===== src/rtl/add_pipe_pkg.sv =====
// Shared types and helpers for the pipelined adder: per-result flags and
// the overflow rule selected by the sign input.
package add_pipe_pkg;

  typedef struct packed {
    logic cout;
    logic overflow;
    logic zero;
  } add_flags_t;

  // Signed rule ignores carry; unsigned rule is simply the carry out.
  function automatic logic add_overflow(input logic sign, input logic a_msb,
                                        input logic b_msb, input logic sum_msb,
                                        input logic carry);
    logic signed_ovf;
    signed_ovf = (a_msb == b_msb) && (sum_msb != a_msb);
    return sign ? signed_ovf : carry;
  endfunction

endpackage


===== src/rtl/add_pipe_stage.sv =====
// One CHUNK-wide slice of the adder with its own valid bit and elastic load.
// ADD_PIPE_SAT_EN enables output saturation in the last slice.
module add_pipe_stage
  import add_pipe_pkg::*;
#(
  parameter int WIDTH = 16,
  parameter int CHUNK = 8,
  parameter int IDX   = 0,
  parameter bit LAST  = 1'b1
) (
  input  logic             clk,
  input  logic             rst,
  input  logic             in_valid,
  input  logic             take,
  input  logic [WIDTH-1:0] in_sum,
  input  logic [WIDTH-1:0] in_a,
  input  logic [WIDTH-1:0] in_b,
  input  logic             in_carry,
  input  logic             in_sign,
  output logic             out_valid,
  output logic [WIDTH-1:0] out_sum,
  output logic [WIDTH-1:0] out_a,
  output logic [WIDTH-1:0] out_b,
  output logic             out_carry,
  output logic             out_sign,
  output add_flags_t       out_flags
);

  logic             valid_q, valid_d;
  logic [WIDTH-1:0] sum_q, sum_d, a_q, a_d, b_q, b_d;
  logic             carry_q, carry_d, sign_q, sign_d;
  add_flags_t       flags_q, flags_d;

  logic [CHUNK:0]   chunk_sum;
  logic [WIDTH-1:0] sum_raw, sum_fin;
  logic             ovf, ready, load;

  always_comb begin
    chunk_sum = {1'b0, in_a[IDX*CHUNK +: CHUNK]} + {1'b0, in_b[IDX*CHUNK +: CHUNK]}
              + {{CHUNK{1'b0}}, in_carry};
    sum_raw = in_sum;
    sum_raw[IDX*CHUNK +: CHUNK] = chunk_sum[CHUNK-1:0];
    ovf = add_overflow(in_sign, in_a[WIDTH-1], in_b[WIDTH-1], sum_raw[WIDTH-1],
                       chunk_sum[CHUNK]);
    sum_fin = sum_raw;
`ifdef ADD_PIPE_SAT_EN
    // Saturate only once the full sum exists; earlier slices pass the raw partial sum.
    if (LAST && ovf) begin
      if (in_sign) sum_fin = {in_a[WIDTH-1], {(WIDTH-1){~in_a[WIDTH-1]}}};
      else         sum_fin = '1;
    end
`endif
    ready   = !valid_q || take;
    load    = in_valid && ready;
    valid_d = ready ? in_valid : valid_q;
    sum_d   = sum_q;
    a_d     = a_q;
    b_d     = b_q;
    carry_d = carry_q;
    sign_d  = sign_q;
    flags_d = flags_q;
    if (load) begin
      sum_d   = sum_fin;
      a_d     = in_a;
      b_d     = in_b;
      carry_d = chunk_sum[CHUNK];
      sign_d  = in_sign;
      flags_d = LAST ? '{cout: chunk_sum[CHUNK], overflow: ovf, zero: (sum_fin == '0)}
                     : '0;
    end
  end

  always_ff @(posedge clk) begin
    if (rst) begin
      valid_q <= 1'b0;
      sum_q   <= '0;
      a_q     <= '0;
      b_q     <= '0;
      carry_q <= 1'b0;
      sign_q  <= 1'b0;
      flags_q <= '0;
    end else begin
      valid_q <= valid_d;
      sum_q   <= sum_d;
      a_q     <= a_d;
      b_q     <= b_d;
      carry_q <= carry_d;
      sign_q  <= sign_d;
      flags_q <= flags_d;
    end
  end

  assign out_valid = valid_q;
  assign out_sum   = sum_q;
  assign out_a     = a_q;
  assign out_b     = b_q;
  assign out_carry = carry_q;
  assign out_sign  = sign_q;
  assign out_flags = flags_q;

endmodule


===== src/rtl/add_pipe.sv =====
// Pipelined WIDTH-bit adder, CHUNK bits per stage, valid/ready on both sides.
// Optional output saturation via ADD_PIPE_SAT_EN.
module add_pipe
  import add_pipe_pkg::*;
#(
  parameter int WIDTH = 16,
  parameter int CHUNK = 8
) (
  input  logic             clk,
  input  logic             rst,
  input  logic             in_valid,
  output logic             in_ready,
  input  logic [WIDTH-1:0] a,
  input  logic [WIDTH-1:0] b,
  input  logic             cin,
  input  logic             sign,
  output logic             out_valid,
  input  logic             out_ready,
  output logic [WIDTH-1:0] out,
  output logic             cout,
  output logic             overflow,
  output logic             zero
);

  localparam int STAGES = WIDTH / CHUNK;

  if (WIDTH % CHUNK != 0 || STAGES < 1) begin : g_bad_cfg
    $error("add_pipe: WIDTH must be a non-zero multiple of CHUNK");
  end

  logic [STAGES:0]  v_w;
  logic [STAGES:0]  rdy_w;
  logic [WIDTH-1:0] sum_w   [STAGES+1];
  logic [WIDTH-1:0] a_w     [STAGES+1];
  logic [WIDTH-1:0] b_w     [STAGES+1];
  logic             carry_w [STAGES+1];
  logic             sign_w  [STAGES+1];
  add_flags_t       flags_w [STAGES];

  assign v_w[0]     = in_valid;
  assign sum_w[0]   = '0;
  assign a_w[0]     = a;
  assign b_w[0]     = b;
  assign carry_w[0] = cin;
  assign sign_w[0]  = sign;
  assign rdy_w[STAGES] = out_ready;

  for (genvar gi = 0; gi < STAGES; gi++) begin : g_stage
    // A stage can load if any stage from it onward is empty or the sink takes.
    assign rdy_w[gi] = out_ready || !(&v_w[STAGES:gi+1]);

    add_pipe_stage #(
      .WIDTH(WIDTH),
      .CHUNK(CHUNK),
      .IDX  (gi),
      .LAST (gi == STAGES - 1)
    ) u_stage (
      .clk      (clk),
      .rst      (rst),
      .in_valid (v_w[gi]),
      .take     (rdy_w[gi+1]),
      .in_sum   (sum_w[gi]),
      .in_a     (a_w[gi]),
      .in_b     (b_w[gi]),
      .in_carry (carry_w[gi]),
      .in_sign  (sign_w[gi]),
      .out_valid(v_w[gi+1]),
      .out_sum  (sum_w[gi+1]),
      .out_a    (a_w[gi+1]),
      .out_b    (b_w[gi+1]),
      .out_carry(carry_w[gi+1]),
      .out_sign (sign_w[gi+1]),
      .out_flags(flags_w[gi])
    );

    if (gi != STAGES - 1) begin : g_mid
      logic unused_flags;
      assign unused_flags = ^flags_w[gi];
    end
  end

  logic unused_tail;
  assign unused_tail = ^{a_w[STAGES], b_w[STAGES], carry_w[STAGES], sign_w[STAGES]};

  assign in_ready  = rdy_w[0];
  assign out_valid = v_w[STAGES];
  assign out       = sum_w[STAGES];
  assign cout      = flags_w[STAGES-1].cout;
  assign overflow  = flags_w[STAGES-1].overflow;
  assign zero      = flags_w[STAGES-1].zero;

endmodule


===== config.mk =====
export PLATFORM = sky130hd
export DESIGN_NAME = add_pipe
export DESIGN_NICKNAME = d
export VERILOG_FILES = /design/src/rtl/add_pipe_pkg.sv /design/src/rtl/add_pipe_stage.sv /design/src/rtl/add_pipe.sv
export SDC_FILE = /design/constraint.sdc
export NUM_CORES = 1
export LEC_CHECK = 0
export ABC_AREA = 1
export CAP_MARGIN = 20
export CORE_ASPECT_RATIO = 0.8
export CORE_MARGIN = 5
export CORE_UTILIZATION = 42
export DETAILED_ROUTE_END_ITERATION = 12
export HOLD_SLACK_MARGIN = 0.08
export PLACE_DENSITY = 0.69
export SLEW_MARGIN = 20
export SYNTH_ARGS = -nofsm -noshare
export SYNTH_HDL_FRONTEND = slang
export SYNTH_SLANG_ARGS = --single-unit

===== constraint.sdc =====
create_clock -name clk -period 2.7 [get_ports clk]
set_input_delay 0.27 -clock clk [delete_from_list [all_inputs] [get_ports clk]]
set_output_delay 0.27 -clock clk [all_outputs]
set_load 0.05 [all_outputs]

Word level (Yosys, flattened, before mapping)
Cells that the tools add are included.

storage, ports and cells
  flip-flop bits (word level) = 63
  bits of input ports = 38
  output and inout bits = 21
  word-level logic and storage cells = 29

cells by class
  $add $sub $neg = 4
  equality and inequality tests = 2
  multiplexer cells = 1
  reductions and logical operators = 11

operators with widths
  operator           count
  $add 8x8->9        2
  $add 9x1->9        2
  $logic_not 16->1   1
  $logic_and 1x1->1  3
  $logic_not 1->1    3
  $logic_or 1x1->1   3
  $reduce_and 2->1   1
  $eq 1x1->1         1
  $mux 1             1
  $ne 1x1->1         1

Logic depth before layout (Yosys ltp)
Gate-level depths: netlist of run 1.

  depth after elaboration = 5
  depth in mapped cells = 12
  gate-level depth less buffers = 12

Modules after synthesis
Synthesis of run 1 repeated with hierarchy kept, for this count alone.

second synthesis, totals
  cell total of the unflattened synthesis = 606
  area total of the unflattened synthesis = 4565.6 um^2

modules (own cells, without submodules)
  module                               times used  cells an instance  area each (um^2)
  add_pipe_stage (g_stage[1].u_stage)  1           316                2326.0
  add_pipe_stage (g_stage[0].u_stage)  1           286                2218.4
  add_pipe                             1           4                  21.3

Least setup slack after synthesis of run 1
No wires, ideal clock.

  path kind = register to register
  from = register g_stage[0].u_stage.a_q[8]
  to = register g_stage[1].u_stage.flags_q (netlist bit g_stage[1].u_stage.out_flags[0])
  setup time = 66 ps
  data arrival time = 1868 ps
  required time = 2634 ps
  slack = 766 ps
  cell stages (with the launch flop) = 12
  period minus slack after synthesis = 1934 ps
  cell sequence = dfxtp_1 > fa_1 > fa_1 > nor2_1 > nand2_1 > nor2_1 > nand2_1 > nor2_1 > nand3_1 > nor2_2 > nand3_1 > a21oi_2

on the way
  longest elaborated chain between the ends = 3

ends and longest elaborated chain
  what                                 line                  source
  from (decl)                          add_pipe_stage.sv:30  logic [WIDTH-1:0] sum_q, sum_d, a_q, a_d, b_q, b_d;
  from (signal assigned)               add_pipe_stage.sv:77  a_q <= '0;
  from (signal assigned)               add_pipe_stage.sv:85  a_q <= a_d;
  $add 8x8->9                          add_pipe_stage.sv:39  chunk_sum = {1'b0, in_a[IDX*CHUNK +: CHUNK]} + {1'b0, in_b[IDX*CHUNK +: CHUNK]}
  $add 9x1->9                          add_pipe_stage.sv:40  + {{CHUNK{1'b0}}, in_carry};
  net g_stage[1].u_stage.chunk_sum[1]  add_pipe_stage.sv:34  logic [CHUNK:0] chunk_sum;
  $logic_not 16->1                     add_pipe_stage.sv:68  flags_d = LAST ? '{cout: chunk_sum[CHUNK], overflow: ovf, zero: (sum_fin == '0)}
  to (signal assigned)                 add_pipe_stage.sv:89  flags_q <= flags_d;
  to (decl)                            add_pipe_stage.sv:32  add_flags_t flags_q, flags_d;

The timed path passes the listed nets, and every way through them passes these cells.
A chain may end at the register's enable or synchronous reset.

Worst setup path in the final report of run 1
  from = register g_stage[0].u_stage.a_q[8]
  to = register g_stage[1].u_stage.flags_q (netlist bit g_stage[1].u_stage.out_flags[0])

on the way
  longest elaborated chain between the ends = 3

ends and longest elaborated chain
  what              line
  $add 8x8->9       add_pipe_stage.sv:39
  $add 9x1->9       add_pipe_stage.sv:40
  $logic_not 16->1  add_pipe_stage.sv:68

Every way passes these cells.

==> results of run 1 <==
==> through the flow <==
step                      power [uW]  area, um2
final                           1760       3250
after detailed placement        1250       3130
after floorplan                 1090       2460
after global routing            1870       3250
after global placement          1240       3130
after CTS                       1790       3250
==> registers in the layout, summed over array words and instances (netlist names) <==
name	count
g_stage.u_stage.out_a	8
g_stage.u_stage.out_b	8
g_stage.u_stage.out_carry	1
g_stage.u_stage.out_flags	3
g_stage.u_stage.out_sign	1
g_stage.u_stage.out_sum	24
g_stage.u_stage.out_valid	2
==> synthesized netlist by cell type (all sizes together) <==
| cell type | instances |
|---|---|
| a21o | 1 |
| a21oi | 23 |
| a31oi | 1 |
| and2 | 1 |
| buf | 6 |
| clkbuf | 4 |
| clkinv | 1 |
| dfxtp | 47 |
| fa | 4 |
| ha | 14 |
| inv | 41 |
| nand2 | 53 |
| nand3 | 12 |
| nand3b | 3 |
| nand4 | 2 |
| nor2 | 70 |
| o211a | 1 |
| o211ai | 5 |
| o21ai | 39 |
| o21bai | 1 |
| or2 | 1 |
| xnor2 | 1 |
| xor2 | 4 |
==> cell families after synthesis <==
logic type | after synthesis | share of synthesized area
adders and majority gates | 18 | 0.104
and+or+nand+nor | 142 | 0.243
AOI/OAI and AO/OA | 71 | 0.165
buffers and inverters | 52 | 0.0854
DFF | 47 | 0.383
xor gates and xnor gates | 5 | 0.0209
==> routing by layer <==
layer / global-route usage / part of all wire / vias up
li1: - / - / 1193
met1: 0.208 / 0.49 / 954
met2: 0.235 / 0.43 / 60
met3: 0.0469 / 0.078 / 4
met4: 0.0341 / 0.0071 / 0
met5: 0 / 0 / -
==> how the worst max path moves through the flow <==
stage | start | to | slack [ns] | cells after the start
final | g_stage[0].u_stage.out_a[8] | g_stage[1].u_stage.out_flags[0] | 0.58 | 11
after global routing | g_stage[0].u_stage.out_a[8] | g_stage[1].u_stage.out_flags[0] | 0.43 | 11
after CTS | g_stage[0].u_stage.out_a[8] | g_stage[1].u_stage.out_flags[0] | 0.58 | 11
after detailed placement | a[0] | g_stage[0].u_stage.out_carry | 0.52 | 10
after global placement | a[0] | g_stage[0].u_stage.out_carry | 0.54 | 10
after floorplan | g_stage[0].u_stage.out_a[8] | g_stage[1].u_stage.out_flags[0] | 0.77 | 11
==> worst max-delay path, stage by stage, from the launching register on <==
cell     delay [ns]
dfxtp_1        0.33
fa_1           0.46
fa_1           0.42
nand3_1        0.13
nand2_1        0.11
nand2_1        0.09
nand2_1        0.05
nand2_1        0.08
nand2_2        0.07
nor2_2         0.10
nand3_1        0.08
a21oi_2        0.13
==> final cells by class <==
| cell class | instances | area, um2 |
|---|---|---|
| clock buffer | 6 | 82.6 |
| clock inverter | 2 | 35.0 |
| fill | 563 | 2540 |
| inverter | 42 | 158 |
| multi-input combinational | 236 | 1310 |
| sequential | 47 | 941 |
| tap | 81 | 101 |
| timing repair buffer | 62 | 623 |
==> layout by cell type (no fill, tap or decap), types with 5 or more instances in the layout <==
master,instances
clkdlybuf4s50_1,58
dfxtp_1,47
nand3_1,12
ha_1,14
nor2_1,67
clkbuf_8,6
inv_1,34
o211ai_1,5
inv_2,7
a21oi_1,18
o21ai_0,36
nand2_1,49
==> where the power goes <==
group	internal (uW)	switching [uW]
logic	189	263
registers	746	30.2
clock network	300	233
==> key figures, run 1 <==
Place
  – Dpl hpwl: 4.06 mm
  – Number of placed instances, taps included: 468
  – Buffers on Ports: 58
  – Global placer's final weighted congestion: 0.803
  – Post-Place Setup Slack: 0.517 ns

Setup path
  – CP Class: reg -> reg
  – Kind of launch point of the worst setup path: register
  – Crit-path max FO: 3
  – Crit path arrival time: 2.36 ns
  – Reg2Reg Depth: 11
  – FF-to-FF End: g_stage[1].u_stage.out_flags[0]
  – Critical Path RT: 2.94 ns
  – Origin of the critical flop-to-flop path: g_stage[0].u_stage.out_a[8]
  – Sort of element at the end of the critical path: register
  – R2R setup slack: 0.58 ns

Synthesis
  – Largest cells by area after synthesis: dfxtp_1 38%, nor2_1 10%, nand2_1 7.5%, o21ai_0 7.3%, ha_1 7.1%
  – Number of storage elements in the synthesis netlist: 47
  – Number of warning messages in the yosys log: 0
  – Cell type with the largest total area after synthesis: dfxtp_1
  – Net count after synthesis: 391
  – Fraction of synthesized cell area taken by the top area cell type: 0.383
  – Post-synthesis cell area: 2460 um2
  – Syn avg cell area: 7.34 um2
  – Post-synthesis instance total: 335
  – Unique masters post-synth: 33
  – Fraction of the yosys area taken by sequential cells: 0.383

Clock network
  – Count of hold-fix buffers inserted at cts: 0
  – Number of buffers created by CTS: 5
  – # resized after CTS: 0
  – TritonCTS clock tree: built
  – Root buffer cell: clkbuf_8
  – Count of clock tree sinks: 47
  – Max H-tree Level: 2
  – CTS Buffer Depth: 2
  – Clock-pin slew of the registers on the worst-case setup and hold paths: 0.08 ns
  – Clock latency on the worst-skew pair: 0.30 ns
  – # Post-CTS Setup Buffers: 0

STA
  – Setup slack after layout: 0.582 ns
  – Fraction of the cycle the final worst path needs: 0.784
  – Worst-margin pin slew: 0.520 ns
  – Final Critical Period: 2.12 ns
  – Highest clock rate: 0.472 GHz
  – Hold Worst Slack: 0.460 ns
  – Setup_tns: 0 ns
  – Max-slew violation total from the final report: 0
  – Clock skew: 0.00448 ns
  – RSZ-0062 raised after global routing: no
  – Number of failing hold endpoints at the final stage: 0
  – Final count of negative-setup-slack endpoints: 0
  – Worst slew slack as a fraction of its limit: 0.652

GRT
  – Via count of the first global-routing pass: 1,990
  – Global router's overall resource usage: 0.152
  – Pin count of the biggest net entering global routing: 29
  – Wire length of the first global-routing pass: 9.10 mm
  – Antenna violations before repair: 0
  – Total congestion overflow: 0

Routing
  – Detailed router's first-iteration violation count: 82
  – Wirelength per Cell: 11.2 um
  – Via density: 4.64
  – Remaining antenna violation count after routing: 0
  – Number of iterations in the first detailed-routing pass: 4
  – Via count of the routed design: 2,211
  – Sum of routed wire length over all layers: 5.35 mm
  – Residual DRC count: 0

Finish
  – Filler-free cell count of the finished design: 476
  – Layout cell share with drive strength beyond 1: 0.0810
  – Antenna diode instance count: 0
  – Area Overhead vs Synth: 32.1%
  – Total Nets Final: 450
  – Final Core Density: 0.562

Run
  – Number of max-capacitance violations reported: 0

Power
  – VDD IR max: 171 uV
  – Power density over the cells: 542 nW/um2
  – Leak: 0.00151 uW

Die
  – Effective utilization at floorplan: 0.425
  – Std-Cell Core Area: 5790 um2
  – Row cnt: 25
  – Top-Level Pins: 59
  – Height of the chip: 78.5 um
  – Floorplan die width: 95.6 um
  – Floorplan die area: 7500 um2

Outcome
  – Outcome: finished clean

Min path
  – Endpoint of the worst hold-timing path: g_stage[0].u_stage.out_sum[0]
  – Beginning of the worst hold path: g_stage[0].u_stage.out_sum[0]
  – Hold Path Depth: 2
  – Tightest Hold Check Type: reg -> reg
No activity file was read; power rests on OpenSTA's default activity.
==> run 2: changes to the inputs <==
Clock period 2.7 ns to 2.1 ns, I/O delays scaled along.
==> run 2 against run 1 <==
Hold slack got worse by 0.0012 ns. Flip-flop and latch count unchanged. Register-to-register slack got worse by 0.49 ns. Critical endpoint unchanged. Total power increased by 20%. Cell count increased by 0.42%. Fmax increased by 5.3%.
==> key figures, run 2 (same netlist as run 1, synthesis figures left out) <==
Power
  – VDD IR max: 256 uV
  – Leak: 0.00150 uW
  – Power density over the cells: 655 nW/um2

Finish
  – Filler-free cell count of the finished design: 478
  – Most common cell after layout, fill and taps aside: nor2_1
  – Final Instance Area: 3220 um2
  – Antenna diode instance count: 0
  – Leading cell types in the layout, fill and taps excluded: 67 x nor2_1, 57 x clkdlybuf4s50_1, 49 x nand2_1, 46 x dfxtp_1, 36 x o21ai_0
  – Number of flip-flops under the largest register name: 24
  – Layout cell share with drive strength beyond 1: 0.0932
  – Final Core Density: 0.557
  – Total Nets Final: 452
  – Area Overhead vs Synth: 31.0%

Routing
  – Residual DRC count: 0
  – Highest routed metal layer: met4
  – Remaining antenna violation count after routing: 0
  – Routed length on met1: 2.64 mm
  – Wirelength per Cell: 11.5 um
  – Detailed router's first-iteration violation count: 97
  – Via density: 4.69
  – Sum of routed wire length over all layers: 5.50 mm
  – Met3 routed wirelength: 332 um
  – Number of iterations in the first detailed-routing pass: 4
  – Via count of the routed design: 2,243
  – Met2 wirelength from detailed routing: 2.46 mm

Place
  – Post-Place Cell Area: 3130 um2
  – Dpl hpwl: 4.18 mm
  – Buffers on Ports: 58
  – Global placer's final weighted congestion: 0.858
  – Post-Place Setup Slack: -0.0232 ns
  – Number of placed instances, taps included: 470

Clock network
  – Number of buffers created by CTS: 5
  – Clock-pin slew of the registers on the worst-case setup and hold paths: 0.08 ns
  – Root buffer cell: clkbuf_8
  – TritonCTS clock tree: built
  – CTS Buffer Depth: 2
  – Max H-tree Level: 2
  – Clock latency on the worst-skew pair: 0.30 ns
  – Count of clock tree sinks: 47

GRT
  – Global router's overall resource usage: 0.153
  – Antenna violations before repair: 0
  – Total congestion overflow: 0
  – Pin count of the biggest net entering global routing: 37
  – Wire length of the first global-routing pass: 9.27 mm
  – Via count of the first global-routing pass: 2,144

Setup path
  – Crit-path max FO: 2
  – CP Class: reg -> reg
  – Kind of launch point of the worst setup path: register
  – Sort of element at the end of the critical path: register
  – Critical Path RT: 2.33 ns
  – Crit path arrival time: 2.24 ns

STA
  – Highest clock rate: 0.497 GHz
  – Clock skew: 0.00598 ns
  – Final Critical Period: 2.01 ns
  – Number of failing hold endpoints at the final stage: 0
  – Worst slew slack as a fraction of its limit: 0.645
  – Fraction of the cycle the final worst path needs: 0.957
  – Final count of negative-setup-slack endpoints: 0
  – Setup_tns: 0 ns
  – Max-slew violation total from the final report: 0
  – Worst-margin pin slew: 0.531 ns
  – RSZ-0062 raised after global routing: yes
  – Setup slack after layout: 0.0893 ns

Die
  – Top-Level Pins: 59
  – Floorplan die area: 7500 um2
  – Floorplan die width: 95.6 um
  – Row cnt: 25
  – Std-Cell Core Area: 5790 um2
  – Effective utilization at floorplan: 0.425
  – Height of the chip: 78.5 um

Min path
  – Tightest Hold Check Type: reg -> reg

Run
  – Number of max-capacitance violations reported: 0

Outcome
  – Outcome: finished clean
-- run 2: cell types whose count changed in the layout (fill, tap and decap cells not counted) --
| cell | change |
|---|---|
| clkbuf_1 | +1 |
| buf_12 | -1 |
| buf_4 | +4 |
| bufinv_16 | -1 |
| clkdlybuf4s50_1 | -1 |
| clkbuf_8 | -1 |
| dfxtp_1 | -1 |
| clkinvlp_4 | +1 |
| dfxtp_2 | +1 |
| fa_1 | -2 |
| fa_2 | +2 |
-- run 2: per-stage QoR --
| step | power (uW) | hold slack, ns |
|---|---|---|
| 2_1_floorplan | 1400 | 0.345 |
| 3_3_place_gp | 1600 | 0.439 |
| 3_5_place_dp | 1610 | 0.446 |
| 4_1_cts | 2140 | 0.458 |
| 5_1_grt | 2250 | 0.504 |
| 6_report | 2110 | 0.459 |
-- run 2: layout make-up --
type | count | area, um2
clock buffers | 6 | 72.6
clock inverters | 2 | 12.5
fillers | 557 | 2560
inverters | 42 | 158
multi-input cells | 236 | 1310
flip-flops and latches | 47 | 942
well taps | 81 | 101
repair buffers | 64 | 623
-- run 2: timing repair --
item	CTS	global route
endpoints found under the setup margin	1	2
buffers inserted	0	0
resized for setup	1	2
hold buffers	0	0
-- run 2: report_power, final --
| group | total [uW] | switching (uW) | internal (uW) |
|---|---|---|---|
| combinational | 587 | 341 | 245 |
| sequential | 1000 | 41.0 | 960 |
| clock | 523 | 290 | 233 |
| total | 2110 | 672 | 1440 |
-- run 2: final timing paths --
check / from / to / slack (ns) / depth (start not counted)
worst min register to register: g_stage[0].u_stage.out_sum[0] / g_stage[0].u_stage.out_sum[0] / 0.46 / 2
worst max-delay path: g_stage[0].u_stage.out_a[8] / g_stage[1].u_stage.out_flags[0] / 0.09 / 11
worst max register to register: g_stage[0].u_stage.out_a[8] / g_stage[1].u_stage.out_flags[0] / 0.09 / 11
worst min-delay path: g_stage[0].u_stage.out_sum[0] / g_stage[0].u_stage.out_sum[0] / 0.46 / 2
-- run 2: critical path, cell delays in order (launching register included) --
cell and delay, ns:
dfxtp_2 0.34, fa_2 0.41, fa_2 0.44, nor2_1 0.10, nand2_1 0.05, nor2_1 0.10
nand2_1 0.05, nor2_1 0.08, nand3_1 0.09, nor2_2 0.08, nand3_1 0.08, a21oi_2 0.13
-- run 2: layer usage --
| metal | vias up | global-route usage |
|---|---|---|
| met1 | 996 | 0.198 |
| met2 | 44 | 0.248 |
| met3 | 5 | 0.0383 |
| met5 | - | 0 |
| li1 | 1198 | - |
| met4 | 0 | 0.0511 |
